`src/rtl/mem_arb_pkg.sv`:
```
// Shared types and constants for the data-memory port arbiter.
package mem_arb_pkg;

   typedef enum logic [1:0] {
      IDLE = 2'd0,
      BUSY = 2'd1,
      DONE = 2'd2
   } state_t;

   typedef enum logic [1:0] {
      FETCH = 2'd0,
      LOAD  = 2'd1,
      STORE = 2'd2
   } req_id_t;

   // Bit positions inside the status word
   localparam int unsigned ST_BUS_ERR    = 3;
   localparam int unsigned ST_PROTO_ERR  = 2;
   localparam int unsigned ST_LAST_GRANT = 1;
   localparam int unsigned ST_ERR_PULSE  = 0;

   // Bit positions inside the one-hot grant vector
   localparam int unsigned GNT_FETCH = 0;
   localparam int unsigned GNT_LOAD  = 1;
   localparam int unsigned GNT_STORE = 2;

endpackage

```
`src/rtl/mem_arb_pick.sv`:
```
// Combinational grant selection: STORE > LOAD > fetch, unless fetch has
// waited through a full execute streak, in which case fetch wins.
module mem_arb_pick
   import mem_arb_pkg::*;
(
   input  logic       if_req,
   input  logic       ld_req,
   input  logic       st_req,
   input  logic       streak_full,
   output logic [2:0] grant
);

   // Priority encode with the anti-starvation override taking precedence
   always_comb begin
      grant = '0;
      if (if_req && streak_full) begin
         grant[GNT_FETCH] = 1'b1;
      end else if (st_req) begin
         grant[GNT_STORE] = 1'b1;
      end else if (ld_req) begin
         grant[GNT_LOAD] = 1'b1;
      end else if (if_req) begin
         grant[GNT_FETCH] = 1'b1;
      end
   end

endmodule

```
`src/rtl/mem_port_arbiter.sv`:
```
// Single data-memory port shared between instruction fetch and execute
// LOAD/STORE; one transaction in flight, with timeout and sticky status.
module mem_port_arbiter
   import mem_arb_pkg::*;
#(
   parameter int unsigned AW         = 8,
   parameter int unsigned DW         = 16,
   parameter int unsigned TIMEOUT    = 15,
   parameter int unsigned MAX_STREAK = 3
) (
   input  logic          clk,
   input  logic          rst,
   input  logic          if_req,
   input  logic [AW-1:0] if_addr,
   output logic [DW-1:0] if_data,
   output logic          if_ack,
   input  logic          ex_rd_req,
   input  logic          ex_wr_req,
   input  logic [AW-1:0] ex_addr,
   input  logic [DW-1:0] ex_wdata,
   output logic [DW-1:0] ex_rdata,
   output logic          ex_value_ready,
   output logic          ex_wr_done,
   output logic          mem_req,
   output logic          mem_we,
   output logic [AW-1:0] mem_addr,
   output logic [DW-1:0] mem_wdata,
   input  logic [DW-1:0] mem_rdata,
   input  logic          mem_ack,
   input  logic          status_clr,
   output logic          busy,
   output logic [3:0]    status
);

   localparam int unsigned SW = $clog2(MAX_STREAK + 1);
   localparam int unsigned TW = $clog2(TIMEOUT + 1);

   state_t        state, state_nx;
   req_id_t       rid;
   logic [SW-1:0] streak;
   logic [TW-1:0] tcnt;
   logic [2:0]    grant;
   logic          streak_full;
   logic          take_grant;
   logic          finish;
   logic          abort;
   logic          proto_set;
   logic          bus_err, proto_err, last_grant, err_pulse;
   logic [DW-1:0] rsp_data;

   assign streak_full = (streak == SW'(MAX_STREAK));

   mem_arb_pick u_pick (
      .if_req      (if_req),
      .ld_req      (ex_rd_req),
      .st_req      (ex_wr_req),
      .streak_full (streak_full),
      .grant       (grant)
   );

   // State register
   always_ff @(posedge clk or posedge rst) begin
      if (rst) state <= IDLE;
      else     state <= state_nx;
   end

   // Next-state and transaction events
   always_comb begin
      state_nx   = state;
      take_grant = 1'b0;
      finish     = 1'b0;
      abort      = 1'b0;
      case (state)
         IDLE: begin
            if (|grant) begin
               take_grant = 1'b1;
               state_nx   = BUSY;
            end
         end
         BUSY: begin
            if (mem_ack) begin
               finish   = 1'b1;
               state_nx = DONE;
            end else if (tcnt == TW'(TIMEOUT - 1)) begin
               abort    = 1'b1;
               state_nx = DONE;
            end
         end
         DONE:    state_nx = IDLE;
         default: state_nx = IDLE;
      endcase
   end

   assign rsp_data  = abort ? '0 : mem_rdata;
   assign proto_set = (mem_ack && (state != BUSY)) ||
                      ((state == IDLE) && ex_rd_req && ex_wr_req);

   // Grant latching, streak/timeout counters and response capture
   always_ff @(posedge clk or posedge rst) begin
      if (rst) begin
         rid        <= FETCH;
         streak     <= '0;
         tcnt       <= '0;
         mem_addr   <= '0;
         mem_we     <= 1'b0;
         mem_wdata  <= '0;
         last_grant <= 1'b0;
         if_data    <= '0;
         ex_rdata   <= '0;
      end else begin
         if (take_grant) begin
            tcnt       <= '0;
            mem_we     <= grant[GNT_STORE];
            mem_wdata  <= ex_wdata;
            mem_addr   <= grant[GNT_FETCH] ? if_addr : ex_addr;
            last_grant <= ~grant[GNT_FETCH];
            if (grant[GNT_STORE])     rid <= STORE;
            else if (grant[GNT_LOAD]) rid <= LOAD;
            else                      rid <= FETCH;
            if (grant[GNT_FETCH] || !if_req) streak <= '0;
            else if (!streak_full)           streak <= streak + 1'b1;
         end else if (state == BUSY) begin
            tcnt <= tcnt + 1'b1;
         end
         if (finish || abort) begin
            if (rid == FETCH)     if_data  <= rsp_data;
            else if (rid == LOAD) ex_rdata <= rsp_data;
         end
      end
   end

   // Status bits; a coincident set overrides status_clr
   always_ff @(posedge clk or posedge rst) begin
      if (rst) begin
         bus_err   <= 1'b0;
         proto_err <= 1'b0;
         err_pulse <= 1'b0;
      end else begin
         bus_err   <= abort | (bus_err & ~status_clr);
         proto_err <= proto_set | (proto_err & ~status_clr);
         err_pulse <= abort;
      end
   end

   assign mem_req        = (state == BUSY);
   assign busy           = (state != IDLE);
   assign if_ack         = (state == DONE) && (rid == FETCH);
   assign ex_value_ready = (state == DONE) && (rid == LOAD);
   assign ex_wr_done     = (state == DONE) && (rid == STORE);

   always_comb begin
      status                = '0;
      status[ST_BUS_ERR]    = bus_err;
      status[ST_PROTO_ERR]  = proto_err;
      status[ST_LAST_GRANT] = last_grant;
      status[ST_ERR_PULSE]  = err_pulse;
   end

endmodule

```
`config.mk`:
```
export PLATFORM = sky130hd
export DESIGN_NAME = mem_port_arbiter
export DESIGN_NICKNAME = d
export VERILOG_FILES = /design/src/rtl/mem_arb_pkg.sv /design/src/rtl/mem_arb_pick.sv /design/src/rtl/mem_port_arbiter.sv
export SDC_FILE = /design/constraint.sdc
export NUM_CORES = 1
export LEC_CHECK = 0
export CORE_MARGIN = 3
export CORE_UTILIZATION = 45
export DETAILED_ROUTE_END_ITERATION = 10
export PLACE_DENSITY_LB_ADDON = 0.08
export SETUP_SLACK_MARGIN = 0.2
export SLEW_MARGIN = 20
export SYNTH_ARGS = -nofsm -noshare
export SYNTH_HDL_FRONTEND = slang
export SYNTH_SLANG_ARGS = --single-unit
```
`constraint.sdc`:
```
create_clock -name clk -period 4.38 [get_ports clk]
set_input_delay 0.657 -clock clk [delete_from_list [all_inputs] [get_ports clk]]
set_output_delay 0.657 -clock clk [all_outputs]
set_load 0.01 [all_outputs]
```
==> flow_summary.toml, run 1 <==
[timing]
slew_headroom = 0.429
finalCritPeriodShare = 0.590
setup_viol = 0
fin_tns_setup_ns = 0
timing.final.crit_period_ns = 2.58
fmax_mhz = 387
hold_viol_final = 0
grt_setup_unrepaired = "false"
tightest_slew_ns = 0.855
skew_ns = 0.00645
hold_slack_ns = 0.488
slew_violations = 0

[yosys]
synth-seq-cells = 70
yosysMostFrequentCell = "dfrtp_1"
syn_nets = 290
synth_edf_count = 0
yosys.cell_types.count = 39
yosysTopAreaCellShare = 0.586
post_synth_main_area_contributors = "dfrtp_1, a32o_1, mux2_4"
synthArstFlopShare = 1.00
syn-cell-area_sq_mm = 0.00299
yosysTopAreaCell = "dfrtp_1"
avgSynthCellArea_sq_um = 12.9
synth_common_cells = "dfrtp_1, a32o_1, mux2_4"
synthCells = 232
yosys_warnings = 0
synth-main-ff-cell = "dfrtp_1"
ys_seq_area_frac = 0.586

[drt]
drtIter0Drc = 171
dr.pass1.iters = 6
route.antenna.remaining_nets = 0
wire_per_inst_um = 17.1
num_vias = 2351
vias_per_cell = 5.52
wl_mm = 7.27
drc = 0

[clock_tree]
clockBufferDepth = 2
cts_setup_buffers = 0
cts.sink_count = 70
cts_tree = "built"
numCtsBuffers = 9
insertion_delay_ns = 0.34
post_cts_resize_count = 0
cts-root-buf = "clkbuf_8"
holdBufCountCts = 0
htreeDepth = 3
path_clk_slew_ns = 0.07

[critical_path]
startpoint_type = "register"
worst_setup_path_end_kind = "primary output"
crit_slowest_cell = "clkdlybuf4s50_1"
cp_cell_sequence = "nor2b_1, buf_4, and3_1, clkdlybuf4s50_1"
max_stage_delay_ns = 0.54
path_class = "register to primary output"
cp_data_arrival_time_ns = 1.93
crit_required_ns = 3.72
path_max_fanout = 18

[floorplanning]
die_w_um = 87.5
die_h_um = 87.5
die_area_sq_mm = 0.00766
rows = 29
num_io_pins = 121
start_util = 0.468
coreArea_sq_mm = 0.00639

[min_path]
holdCritPathClass = "register to register"

[finish]
layout.nets = 404
area_growth_pct = 45.7
drive_above_1_share = 0.112
diodes = 0
layoutNonFillerInstCount = 426

[grt]
grt_pass1_vias = 2383
grt_usage = 0.197
grt_pass1_wl_mm = 11.7
grt_max_degree = 43
antenna_found_initial = 0
grt_overflow = 0

[place]
io_buffers = 120
place_inst = 412
place_hpwl_mm = 5.03
gp_congestion = 0.754

[power_and_ir_drop]
vdd_ir_drop_max_uv = 386
power.total_w = 0.00306
p_leak_nw = 1.84
power.density_mw_per_mm2 = 703

[run_status]
outcome = "finished clean"

[run]
drv_cap = 0
final timing paths:
path | start | endpoint | slack, ns | cells after the start
max | rid[0]$_DFFE_PP0P_ | ex_value_ready | 1.80 | 4
max in group asynchronous | rst | tcnt[1]$_DFFE_PP0P_ | 2.68 | 3
min in group asynchronous | rst | mem_wdata[8]$_DFFE_PP0P_ | 0.82 | 2
max reg2reg | state[1]$_DFFE_PP0P_ | if_data[5]$_DFFE_PP0P_ | 2.41 | 4
min | streak[0]$_DFFE_PP0P_ | streak[0]$_DFFE_PP0P_ | 0.49 | 1
min reg2reg | streak[0]$_DFFE_PP0P_ | streak[0]$_DFFE_PP0P_ | 0.49 | 1
cell families (layout without fill, tap and decap cells):
group / Yosys count / after routing / share of synthesized area
muxes: 17 / 17 / 0.0824
buffers and inverters: 31 / 148 / 0.0582
adders and majority gates: 3 / 3 / 0.0126
and+or+nand+nor: 34 / 34 / 0.0582
AOI/OAI and AO/OA: 76 / 76 / 0.200
xor gates and xnor gates: 1 / 1 / 0.00293
DFF: 70 / 70 / 0.586
registers in the layout (all words and copies together) (netlist names):
| register | cells |
|---|---|
| err_pulse | 1 |
| streak | 2 |
| mem_addr | 8 |
| tcnt | 4 |
| last_grant | 1 |
| state | 2 |
| rid | 1 |
| mem_we | 1 |
| proto_err | 1 |
| if_data | 16 |
| mem_wdata | 16 |
| ex_rdata | 16 |
| bus_err | 1 |
area by class of cell:
cell class | instances | area (sq um)
Tap cell | 77 | 96.3
Clock buffer | 13 | 169
Timing Repair Buffer | 124 | 1230
Sequential cell | 70 | 1750
Fill cell | 494 | 2030
Clock inverter | 1 | 5.00
Inverter | 10 | 37.5
Multi-Input combinational cell | 131 | 1070
power by group:
group          switching, W  total (W)  internal, W
combinational      0.000609    0.00147     0.000856
clock              0.000217   0.000462     0.000245
sequential         0.000193    0.00113     0.000942
total               0.00102    0.00306      0.00204
worst max-delay path, delay by kind of cell, from the launching register on:
family | cells | cell delay [ns]
buffers and inverters | 2 | 0.78
DFF | 1 | 0.44
and+or+nand+nor | 2 | 0.36
routing by layer:
metal  track usage  vias to the layer above  part of all wire
li1              -                     1100                 -
met1         0.258                     1162              0.45
met2         0.312                       82              0.47
met3        0.0710                        7             0.074
met4        0.0544                        0            0.0088
met5             0                        -                 0
cells in the final DEF (no fill, tap or decap), types with 3 or more instances in the layout:
| cell type | instances |
|---|---|
| a21oi_1 | 9 |
| clkdlybuf4s50_1 | 120 |
| buf_4 | 4 |
| o21ai_0 | 10 |
| ha_1 | 3 |
| dfrtp_1 | 70 |
| a31oi_1 | 11 |
| nor2_1 | 5 |
| a32o_1 | 33 |
| mux2_4 | 15 |
| nand3_1 | 13 |
| inv_1 | 8 |
| clkbuf_8 | 12 |
| nand2_1 | 5 |
metrics by stage:
| step | utilization | setup slack (ns) | area (sq um) |
|---|---|---|---|
| CTS | 0.682 | 1.78 | 4360 |
| floorplan | - | 1.95 | 2990 |
| global placement | 0.655 | 1.62 | 4180 |
| detailed placement | 0.655 | 1.55 | 4180 |
| global route | 0.682 | 1.71 | 4360 |
| finish | 0.682 | 1.80 | 4360 |
No activity file was read; power rests on OpenSTA's default activity.
==> run 2: changes to the inputs <==
--- a/config.mk
+++ b/config.mk
@@ -6,7 +6,7 @@
 export NUM_CORES = 1
 export LEC_CHECK = 0
 export CORE_MARGIN = 3
-export CORE_UTILIZATION = 45
+export CORE_UTILIZATION = 39
 export DETAILED_ROUTE_END_ITERATION = 10
 export PLACE_DENSITY_LB_ADDON = 0.08
 export SETUP_SLACK_MARGIN = 0.2
==> constraint.sdc (replaced) <==
create_clock -name clk -period 2.1 [get_ports clk]
set_input_delay 0.315 -clock clk [delete_from_list [all_inputs] [get_ports clk]]
set_output_delay 0.315 -clock clk [all_outputs]
set_load 0.01 [all_outputs]
==> flow_summary.toml, run 2 (synthesis gave the netlist of run 1 again) <==
[clock_tree]
cts-root-buf = "clkbuf_8"
cts_tree = "built"
numCtsBuffers = 9
path_clk_slew_ns = 0.07
clockBufferDepth = 2
holdBufCountCts = 0
cts.sink_count = 70
htreeDepth = 3
insertion_delay_ns = 0.34

[floorplanning]
die_area_sq_mm = 0.00875
die_h_um = 93.6
rows = 31
die_w_um = 93.6
coreArea_sq_mm = 0.00733
num_io_pins = 121
start_util = 0.408

[critical_path]
worst_setup_path_end_kind = "primary output"
startpoint_type = "register"
cp_cell_sequence = "inv_1, nand2_1, nor3b_1, dlygate4sd2_1"
crit_family = "flip-flops"
path_class = "register to primary output"
r2r-start = "state[1]$_DFFE_PP0P_"
cp_data_arrival_time_ns = 1.44
worstRegToRegCells = 6
r2r_end = "ex_rdata[8]$_DFFE_PP0P_"
crit_slowest_cell = "dfrtp_2"
critPathBufInv = 2
max_stage_delay_ns = 0.46
crit_required_ns = 1.78
path_max_fanout = 6
r2r_slack_ns = 0.49

[finish]
final_cell_mix = "clkdlybuf4s50_1, dfrtp_1, a32o_1, mux2_4, buf_4"
final_common_cell = "clkdlybuf4s50_1"
diodes = 0
multi_input_area_sq_mm = 0.00107
final_core_util = 0.621
drive_above_1_share = 0.154
reg_top3 = "ex_rdata x16, if_data x16, mem_wdata x16"
fillers = 601
area_growth_pct = 52.2
register_area_sq_mm = 0.00175
layout.nets = 416

[timing]
fin_ws_ns = 0.348
slew_violations = 0
fmax_mhz = 571
setup_viol = 0
hold_slack_ns = 0.394
slew_headroom = 0.693
hold_viol_final = 0
fin_tns_setup_ns = 0
timing.final.crit_period_ns = 1.75
grt_setup_unrepaired = "false"
tightest_slew_ns = 0.460
skew_ns = 0.00945
finalCritPeriodShare = 0.834

[grt]
grt_pass1_vias = 2511
antenna_found_initial = 0
grt_max_degree = 71
grt_usage = 0.183
grt_overflow = 0
grt_pass1_wl_mm = 12.5

[drt]
wl_mm = 7.61
vias_per_cell = 5.21
num_vias = 2405
route.antenna.remaining_nets = 0
drtIter0Drc = 80
wire_per_inst_um = 16.5
dr.pass1.iters = 4
drc = 0

[place]
place_hpwl_mm = 5.27
pre_cts_slack_ns = 0.183
gp_congestion = 0.769
io_buffers = 120

[run_status]
outcome = "finished clean"

[run]
drv_cap = 0

[power_and_ir_drop]
p_leak_nw = 1.94
vdd_ir_drop_max_uv = 655
power.density_mw_per_mm2 = 1480

[min_path]
holdCritPathClass = "input port to async pin"
## run 2: cell types whose count changed in the layout (fill, tap and decap cells not counted), moves of 2 or more
cell / previous run / this run
dfrtp_2: 0 / 2
bufinv_16: 0 / 2
inv_6: 0 / 2
clkbuf_8: 12 / 9
clkinvlp_4: 0 / 2
clkdlybuf4s50_1: 120 / 115
dlygate4sd2_1: 0 / 3
dfrtp_1: 70 / 68
dlymetal6s2s_1: 0 / 2
buf_4: 4 / 15
## run 2: repair_timing
item                       CTS  global route
setup endpoints to repair    5             2
resized for setup            4             6
setup buffers                2             0
## run 2: how the worst max path moves through the flow
stage | start | end | slack, ns | cells past startpoint
final | state[0]$_DFFE_PP0P_ | ex_wr_done | 0.35 | 4
after global routing | state[0]$_DFFE_PP0P_ | ex_wr_done | 0.21 | 4
after CTS | state[1]$_DFFE_PP0P_ | mem_req | 0.10 | 3
after detailed placement | if_req | mem_wdata[9]$_DFFE_PP0P_ | 0.18 | 4
after global placement | if_req | mem_wdata[9]$_DFFE_PP0P_ | 0.21 | 4
after floorplan | ex_wr_req | mem_wdata[10]$_DFFE_PP0P_ | 0.47 | 6
## run 2: metal layers
layer  GRT usage  wire, um  part of all wire
met3      0.0507       440             0.058
met5           0         0                 0
met1       0.244      3340              0.44
met4      0.0698        75            0.0099
met2       0.286      3760              0.49
## run 2: tightest hold or removal path, stage by stage
cell             delay (ns)
clkdlybuf4s50_1        0.44
clkinvlp_4             0.10
buf_12                 0.29
## run 2: power breakdown
group | internal, W | switching, W
combinational | 0.00186 | 0.00131
sequential | 0.00197 | 0.000395
clock | 0.000679 | 0.000526
## run 2: through the flow
step	power (W)	cell area [sq um]	std cells
after floorplan	0.00397	2990	232
after CTS	0.00679	4540	462
after detailed placement	0.00554	4300	444
final	0.00674	4550	462
after global routing	0.00716	4550	462
after global placement	0.00548	4300	444
## run 2: layout make-up
class / count / share of cell area
Clock buffer: 10 / 0.0280
Multi-Input combinational cell: 131 / 0.236
Clock inverter: 6 / 0.0206
Sequential cell: 70 / 0.385
Timing Repair Buffer: 136 / 0.293
Inverter: 10 / 0.00907
Tap cell: 99 / 0.0272
==> run 3: changes to the inputs <==
==> constraint.sdc (replaced) <==
create_clock -name clk -period 1.6 [get_ports clk]
set_input_delay 0.24 -clock clk [delete_from_list [all_inputs] [get_ports clk]]
set_output_delay 0.24 -clock clk [all_outputs]
set_load 0.01 [all_outputs]
==> flow_summary.toml, run 3 (synthesis gave the netlist of run 1 again) <==
[drt]
drc = 0
num_vias = 2626
drtIter0Drc = 110
wire_per_inst_um = 17.3
vias_per_cell = 5.34
route.antenna.remaining_nets = 0
dr.pass1.iters = 5
wl_mm = 8.53

[finish]
final_common_cell = "dfrtp_1"
area_growth_pct = 65.8
layout.nets = 446
final_cell_mix = "dfrtp_1, dlygate4sd2_1, clkdlybuf4s50_1, a32o_1, buf_4"
reg_top3 = "ex_rdata x16, if_data x16, mem_wdata x16"
drive_above_1_share = 0.262
diodes = 0
layoutNonFillerInstCount = 492

[critical_path]
startpoint_type = "register"
critPathBufInv = 3
worst-path-stages = 6
crit_required_ns = 1.83
crit_slowest_cell = "dfrtp_1"
cp_data_arrival_time_ns = 1.77
worstRegToRegCells = 6
max_stage_delay_ns = 0.42
worst_setup_path_end_kind = "register"
path_class = "register to register"
path_max_fanout = 10
cp_cell_sequence = "buf_6, nor2_4, buf_4, and2_4, buf_12, mux2_4"
crit_family = "buffers and inverters"

[clock_tree]
htreeDepth = 3
holdBufCountCts = 0
cts.sink_count = 70
path_clk_slew_ns = 0.09
numCtsBuffers = 9
insertion_delay_ns = 0.34
cts_tree = "built"
cts-root-buf = "clkbuf_8"
clockBufferDepth = 2

[place]
place_inst = 452
gp_congestion = 0.757
place_hpwl_mm = 5.27
io_buffers = 120

[timing]
hold_slack_ns = 0.331
hold_viol_final = 0
slew_headroom = 0.747
skew_ns = 0.0118
tightest_slew_ns = 0.380
slew_violations = 0
grt_setup_unrepaired = "true"
setup_viol = 0
finalCritPeriodShare = 0.967
fmax_mhz = 647
timing.final.crit_period_ns = 1.55

[grt]
grt_usage = 0.199
grt_pass1_wl_mm = 13.5
grt_max_degree = 71
antenna_found_initial = 0
grt_overflow = 0
grt_pass1_vias = 2627

[run_status]
outcome = "finished clean"

[floorplanning]
rows = 31
coreArea_sq_mm = 0.00733
die_area_sq_mm = 0.00875
num_io_pins = 121
die_h_um = 93.6
start_util = 0.408
die_w_um = 93.6

[power_and_ir_drop]
p_int_w = 0.00627
p_clk_frac = 0.184
p_leak_nw = 2.28
switching_share = 0.342
p_seq_frac = 0.318
power.switching_w = 0.00326
power.density_mw_per_mm2 = 1920
combPwrFrac = 0.498
vdd_ir_drop_max_uv = 745

[run]
drv_cap = 0

[min_path]
holdCritPathClass = "input port to async pin"
==> run 3: cell count changes in the layout (fill, tap and decap cells not counted), sizes merged <==
cell	previous run	this run
clkdlybuf4s50	115	54
nand3	13	14
bufinv	2	3
buf	16	50
dlymetal6s2s	2	0
dlygate4sd2	3	60
==> run 3: area by class of cell <==
type / count / area, sq um
multi-input combinational: 132 / 1160
clock inverter: 7 / 120
sequential: 70 / 1750
timing repair buffer: 165 / 1630
fill: 542 / 2370
tap: 99 / 124
clock buffer: 9 / 124
inverter: 10 / 48.8
==> run 3: power by group through the flow <==
stage / combinational, W / clock [W] / sequential (W)
finish: 0.00474 / 0.00176 / 0.00303
global route: 0.00509 / 0.00186 / 0.00314
CTS: 0.00464 / 0.00177 / 0.00301
detailed placement: 0.00442 / 0 / 0.00308
global placement: 0.00435 / 0 / 0.00307
floorplan: 0.00195 / 0 / 0.00339
==> run 3: worst paths after layout <==
check | start | end | slack (ns)
worst max-delay path | state[0]$_DFFE_PP0P_ | mem_wdata[10]$_DFFE_PP0P_ | 0.05
worst min-delay path | rst | mem_addr[5]$_DFFE_PP0P_ | 0.33
worst max register to register | state[0]$_DFFE_PP0P_ | mem_wdata[10]$_DFFE_PP0P_ | 0.05
worst min register to register | bus_err$_DFF_PP0_ | bus_err$_DFF_PP0_ | 0.48
max in group asynchronous | rst | mem_wdata[5]$_DFFE_PP0P_ | 0.96
min in group clk | ex_addr[4] | mem_addr[4]$_DFFE_PP0P_ | 0.47
==> run 3: worst register-to-register path, delay by kind of cell, from the launching register on <==
kind	cells	cell delay, ns
flops	1	0.42
simple gates	2	0.29
mux	1	0.31
buf+inv	3	0.43
==> run 3: what timing repair did <==
item                       CTS  global route
resized for setup          111            10
cloned                       4             1
setup endpoints to repair  130            68
buffers inserted            17             2
pin swaps                   13            27
==> run 3: stage by stage <==
step / util / power, W / setup TNS [ns] / setup slack [ns] / instance area, sq um
after global placement: 0.602 / 0.00742 / -4.75 / -0.178 / 4410
final: 0.676 / 0.00953 / 0 / 0.0533 / 4960
after global routing: 0.676 / 0.0101 / 0 / 0.0158 / 4960
after detailed placement: 0.602 / 0.00750 / -5.18 / -0.191 / 4410
after floorplan: - / 0.00533 / 0 / 0.0837 / 3060
after CTS: 0.666 / 0.00943 / 0 / 0.0804 / 4890
==> run 3: metal layers <==
layer	global-route usage	up-vias	wire length, um
met3	0.0394	2	456
met5	0	-	0
li1	-	1202	-
met1	0.270	1336	3780
met4	0.0650	0	37
met2	0.321	86	4260
